==> src/rtl/led_status_dev.sv <==
// Registered ALU status-flag to board-LED mapper with live, sticky, sticky-blink
// and saturating event-count display modes.
module led_status_dev #(
  parameter int N_FLAGS   = 4,
  parameter int N_LED     = 8,
  parameter int BLINK_DIV = 25000000,
  parameter int DIV_W     = 25
) (
  input  logic               clk,
  input  logic               rst,
  input  logic [N_FLAGS-1:0] flag_in,
  input  logic [1:0]         mode,
  input  logic               clr,
  output logic [N_LED-1:0]   LED,
  output logic               any_latched
);

  typedef enum logic [1:0] {
    MODE_LIVE   = 2'b00,
    MODE_STICKY = 2'b01,
    MODE_BLINK  = 2'b10,
    MODE_COUNT  = 2'b11
  } mode_t;

  localparam logic [N_LED-1:0] CNT_MAX  = '1;
  localparam logic [N_LED-1:0] CNT_ONE  = N_LED'(1);
  localparam logic [DIV_W-1:0] DIV_LAST = DIV_W'(BLINK_DIV - 1);
  localparam logic [DIV_W-1:0] DIV_ONE  = DIV_W'(1);

  logic [N_FLAGS-1:0] flag_q;
  logic [N_FLAGS-1:0] flag_d;
  logic [N_FLAGS-1:0] sticky;
  logic [N_LED-1:0]   evt_cnt;
  logic [DIV_W-1:0]   div_cnt;
  logic               blink;

  logic [N_FLAGS-1:0] rise;
  logic               evt;
  logic [N_FLAGS-1:0] sticky_next;
  logic [N_LED-1:0]   cnt_base;
  logic [N_LED-1:0]   evt_cnt_next;
  logic               div_wrap;
  logic [DIV_W-1:0]   div_cnt_next;
  logic               blink_next;
  logic [N_LED-1:0]   led_next;
  logic               any_next;
  mode_t              disp_mode;

  assign disp_mode = mode_t'(mode);

  // Tracking state always advances; the mode only selects what is shown.
  always_comb begin
    rise         = flag_q & ~flag_d;
    evt          = |rise;
    sticky_next  = (clr ? '0 : sticky) | flag_q;
    cnt_base     = clr ? '0 : evt_cnt;
    evt_cnt_next = cnt_base;
    if (evt && (cnt_base != CNT_MAX)) begin
      evt_cnt_next = cnt_base + CNT_ONE;
    end
    div_wrap     = (div_cnt == DIV_LAST);
    div_cnt_next = div_wrap ? '0 : (div_cnt + DIV_ONE);
    blink_next   = div_wrap ? ~blink : blink;
    any_next     = |sticky_next;

    led_next = '0;
    case (disp_mode)
      MODE_LIVE: begin
        led_next[N_FLAGS-1:0] = flag_q;
      end
      MODE_STICKY: begin
        led_next[N_FLAGS-1:0] = sticky_next;
        led_next[N_LED-1]     = any_next;
      end
      MODE_BLINK: begin
        // Summary LED stays solid so a latched fault is visible in the dark phase.
        led_next[N_FLAGS-1:0] = sticky_next & {N_FLAGS{blink}};
        led_next[N_LED-1]     = any_next;
      end
      default: begin
        led_next = evt_cnt_next;
      end
    endcase
  end

  always_ff @(posedge clk or posedge rst) begin
    if (rst) begin
      flag_q      <= '0;
      flag_d      <= '0;
      sticky      <= '0;
      evt_cnt     <= '0;
      div_cnt     <= '0;
      blink       <= 1'b1;
      LED         <= '0;
      any_latched <= 1'b0;
    end else begin
      flag_q      <= flag_in;
      flag_d      <= flag_q;
      sticky      <= sticky_next;
      evt_cnt     <= evt_cnt_next;
      div_cnt     <= div_cnt_next;
      blink       <= blink_next;
      LED         <= led_next;
      any_latched <= any_next;
    end
  end

endmodule
==> config.mk <==
export PLATFORM = sky130hd
export DESIGN_NAME = led_status_dev
export DESIGN_NICKNAME = d
export VERILOG_FILES = /design/src/rtl/led_status_dev.sv
export SDC_FILE = /design/constraint.sdc
export NUM_CORES = 1
export LEC_CHECK = 0
export CAP_MARGIN = 30
export CORE_UTILIZATION = 56
export CTS_CLUSTER_DIAMETER = 150
export CTS_CLUSTER_SIZE = 24
export DETAILED_ROUTE_END_ITERATION = 6
export DONT_BUFFER_PORTS = 1
export GPL_ROUTABILITY_DRIVEN = 0
export PLACE_DENSITY = 0.76
export SLEW_MARGIN = 20
export SYNTH_ARGS = -nofsm -noshare
export SYNTH_HDL_FRONTEND = slang
export SYNTH_SLANG_ARGS = --single-unit
==> constraint.sdc <==
create_clock -name clk -period 1.7 [get_ports clk]
set_input_delay 0.34 -clock clk [delete_from_list [all_inputs] [get_ports clk]]
set_output_delay 0.34 -clock clk [all_outputs]
set_load 0.02 [all_outputs]
; ---- Word-level counts from Yosys, hierarchy flattened
; Cells that the tools add are included.
[totals]
reg_bits = 55
wordCells = 32
[classes]
n_eq_ne = 4
reduce_logical = 6
bitwise = 5
n_mux = 7
add_sub_neg = 2
[op_table]
columns = cell, count
row1 = "adder 25 x 1 -> 25 bit, second input constant", 1
row2 = "== test 25 bit, second input constant", 1
row3 = two-way mux 25 bit, 1
row4 = two-way mux 8 bit, 2
row5 = case mux 4 bit (3 select lines), 1
row6 = "adder 8 x 1 -> 8 bit, second input constant", 1
row7 = AND 4 bit, 2
row8 = "inequality test 8 bit, second input constant", 1
row9 = OR reduction 4 bit, 2
row10 = two-way mux 4 bit, 1
row11 = NOT 4 bit, 1
row12 = bitwise OR 4 bit, 1
row13 = two-way mux 3 bit, 1
row14 = OR reduction 3 bit, 1
row15 = "== test 2 x 1 -> 1 bit, second input constant", 1
row16 = "== test 2 bit, second input constant", 1
row17 = zero test 2 bit, 1
row18 = case mux 1 bit (2 select lines), 1
row19 = OR reduction 2 bit, 1
row20 = logical AND 1 bit, 1
row21 = NOT 1 bit, 1

; ---- Depth between registers and ports, before layout
[depth]
word_depth = 6
depth_mapped = 7

; ---- Worst setup path after synthesis
; No wires, ideal clock.
[synth_path]
path_type = in2reg
from = input clr
to = register LED[6]
arrival_ns = 1.897
setup_slack_ns = -0.275
n_path_buf = 1
path_stages = 7
setup_time_ns = 0.078
cell_sequence = clkbuf_1 > nor2b_1 > ha_1 > and4b_1 > nand3_1 > a311o_1 > a21oi_1
[synth_via]
elab_chain_len = 5
[synth_lines]
columns = element, line
row1 = "start, declared", 13  ; input logic clr,
row2 = two-way mux 8 bit (*), 56  ; cnt_base = clr ? '0 : evt_cnt;
row3 = branches (longest 2 deep; another with adder 8 x 1 -> 8 bit), -
row4 = two-way mux 8 bit (*), 58  ; if (evt && (cnt_base != CNT_MAX)) begin
row5 = two-way mux 3 bit (*), 67  ; case (disp_mode)
row6 = via led_next[6], 45  ; logic [N_LED-1:0] led_next;
row7 = "end signal, assigned", 103  ; LED <= led_next;
row8 = "end, declared", 14  ; output logic [N_LED-1:0] LED,
; Mark *: on every way through the listed nets, which the timed path passes.
; A chain may end at the register's enable or synchronous reset.

; ---- Final worst setup path
[layout_path]
from = register div_cnt[0]
to = register blink
[layout_via]
elab_chain_len = 1
[layout_lines]
columns = element, line
row1 = "start, declared", 34  ; logic [DIV_W-1:0] div_cnt;
row2 = "start signal, assigned", 101  ; div_cnt <= div_cnt_next;
row3 = == test 25 bit, 61  ; div_wrap = (div_cnt == DIV_LAST);
row4 = "end signal, assigned", 102  ; blink <= blink_next;
row5 = "end, declared", 35  ; logic blink;
; Every way passes these cells.

==> flow_summary.ini <==
[flow_run]
drv_cap = 0

[floorplan]
initial_utilization_pct = 59.6
dieArea_sq_um = 5010
die_x_um = 70.8
die_h_um = 70.8
rows = 24
core_area_sq_um = 4440
io_pins = 18

[final_layout]
final_nets = 308
areaGrowthSynthToFinish_pct = 22.0
drive_gt1_share_pct = 28.6
stdcell_count = 346
utilization_pct = 72.7
antenna_cells = 0

[logic_synthesis]
ys.warnings.count = 0
ys_seq_elements = 55
yosysSeqAreaShare_pct = 52.0
syn_nets = 266
ys_async_sr_fraction_pct = 100
ys_top_cells_by_area = dfrtp_1 (51%), xnor2_1 (3.3%), xor2_1 (3.0%)
synth_area_sq_um = 2650
synthFlopType = dfrtp_1
netlist-cell-type-count = 46
synth_edf_count = 0
synth_top_area_cell = dfrtp_1
syn_area_per_cell_sq_um = 10.5
syn_inst = 251
synth_top_area_share_pct = 51.0

[routing]
finalWirelength_um = 5410
num_vias = 2044
viasPerCell = 5.91
ant_nets = 0
wl_per_cell_um = 15.6
first_iter_violations = 165
met1_length_um = 2460
wl_met3_um = 291
first_pass_iters = 7
highest_layer = met4
met2_length_um = 2610
drc = 4

[critical_path]
cp_cell_sequence = ha_2 -> and4_4 -> buf_6 -> nand4_1 -> nor4b_4 -> buf_6 -> xor2_1
start_kind = flop
worstSetupStartpoint = div_cnt[0]
rr_startpoint = div_cnt[0]
r2r_cells = 7
crit_slowest_cell = dfrtp_1
r2r_setup_slack_ns = -0.05
crit_required_ns = 1.94
worstSetupEndpointType = flop
crit_end = blink
cpMostUsedCell = buf_6
crit_arrival_ns = 1.99
slowest_delay_ns = 0.39
criticalPathCategory = reg2reg
timing.rr.end = blink
path_max_fanout = 7

[clocking]
cts_buffer_depth = 2
cts_tree = yes
clk_pin_slew_ns = 0.10
insertion_delay_ns = 0.31
cts_sinks = 55
cts_buffers = 5
htree_levels = 2
clockRootBuffer = clkbuf_8

[place]
place_ws_ns = -0.0356
dp.cells = 324
numPortBuffers = 0
hpwl_um = 3780

[run_status]
status = finished, violations left
violations = DRC, setup timing

[sta]
hold_viol = 0
finalSetupViolCount = 8
skew_ns = 0.00807
slew_headroom_pct = 67.4
finalCriticalPeriod_ns = 1.75
layout_setup_ws_ns = -0.0519
slew_violations = 0
worstMarginPinSlew_ns = 0.488
period_share_pct = 103
max_freq_mhz = 571
tns_ns = -0.186
grt_setup_unrepaired = true

[pwr]
ir_drop_mv = 0.577
power_density_nw_per_um2 = 704
p_leak_uw = 0.00149

[global_route]
grt_use_total_pct = 23.8
antenna_found_initial = 0
grt_pass1_wl_um = 9270
grt_overflow = 0
grt_pass1_vias = 2047
grt_max_degree = 23

[worst_hold_path]
hp-start = flag_in[3]
hold_class = in2reg
==> state kept, by name, summed over array words and instances (netlist names) <==
register / count
sticky: 4
flag_q: 4
blink: 1
any_latched: 1
evt_cnt: 8
div_cnt: 25
flag_d: 4
LED: 8
==> metrics by stage <==
stage	total power, uW	hold slack [ns]	cell area, sq um
after floorplan	1540	0.371	2730
after global placement	1570	0.266	2950
after detailed placement	1580	0.275	2950
after CTS	2290	0.0407	3140
after global routing	2360	0.0332	3230
final	2270	0.0477	3230
==> repair_timing <==
| item | CTS | global route |
|---|---|---|
| setup buffers | 10 | 3 |
| resized for setup | 5 | 19 |
| endpoints found under the setup margin | 9 | 24 |
| hold buffers | 1 | 0 |
| pin swaps | 7 | 5 |
| hold endpoints to repair | 19 | 0 |
==> worst min path at each step <==
stage | to | slack [ns] | cells after the start
after floorplan | flag_q[0] | 0.37 | 0
after global placement | div_cnt[11] | 0.27 | 1
after detailed placement | div_cnt[11] | 0.28 | 1
after CTS | flag_q[3] | 0.04 | 0
after global routing | flag_q[1] | 0.03 | 0
final | flag_q[3] | 0.05 | 0
==> metal layers <==
metal  vias up  GRT usage (%)
met2        50           37.3
met1      1005           33.9
met4         0           6.67
met3         5           4.99
met5         -              0
li1        984              -
==> Yosys cell counts (4+ instances only) <==
| library cell | instances |
|---|---|
| and3_1 | 9 |
| xnor2_1 | 10 |
| o31ai_1 | 5 |
| nor2b_1 | 7 |
| inv_1 | 16 |
| dfrtp_1 | 54 |
| ha_1 | 6 |
| nand4_1 | 6 |
| nand3_1 | 14 |
| nand2_1 | 19 |
| o21ai_0 | 6 |
| or3_1 | 5 |
| a31oi_1 | 4 |
| nor2_1 | 14 |
| xor2_1 | 9 |
| mux2i_1 | 4 |
| or2_2 | 4 |
| nand2b_1 | 4 |
| a21oi_1 | 14 |
==> worst max-delay path: cells and delay by family, from the launching register on <==
family	cells	cell delay, ns
flip-flops	1	0.39
buffers and inverters	2	0.28
adder cells (fa/ha/maj)	1	0.19
AND/OR/NAND/NOR	3	0.68
XOR/XNOR	1	0.15
==> cell usage in the layout, fill, tap and decap left out, types with 2 or more instances in the layout <==
cell type	Yosys	final
o211ai_1	2	2
and3_4	0	3
or4_1	3	2
or2_2	4	4
a21oi_2	1	4
xor2_1	9	9
and4_1	3	3
nand4_1	6	6
mux2i_1	4	4
nor2_2	0	3
xnor2_1	10	9
o31ai_1	5	5
and3_1	9	6
or4_4	2	3
o2111ai_1	2	2
nand2b_1	4	4
buf_6	0	3
nor2b_1	7	5
nand3_4	1	2
o21ai_0	6	4
dfrtp_2	0	3
nor4_1	3	2
inv_1	16	15
nor4b_1	2	2
buf_4	0	35
dfrtp_1	54	51
nand3_1	14	13
or3_1	5	4
nand2_1	19	18
nor2_1	14	11
clkbuf_8	0	5
ha_1	6	4
a21oi_1	14	11
a31oi_1	4	4
nor2b_4	0	2
o21ai_1	0	2
==> cell type report <==
class	instances	area [sq um]
Clock buffer	6	72.6
Clock inverter	2	12.5
Fill cell	321	1210
Inverter	16	60.1
Multi-Input combinational cell	175	1310
Sequential cell	55	1380
Tap cell	52	65.1
Timing Repair Buffer	40	327
==> where the power goes <==
group,total [uW],switching [uW],internal (uW)
clock,708,419,289
combinational,180,102,77.2
sequential,1390,37.5,1350
==> logic make-up after synthesis <==
family          count (synthesis)  share of synthesized area [%]
fa+ha+maj                       6                           2.84
simple gates                  104                           23.7
flops                          55                           52.0
xor+xnor                       19                           6.29
mux                             4                           1.51
buf+inv                        21                           3.07
compound gates                 42                           10.5
Note: power is estimated with default switching activity, not from simulation.
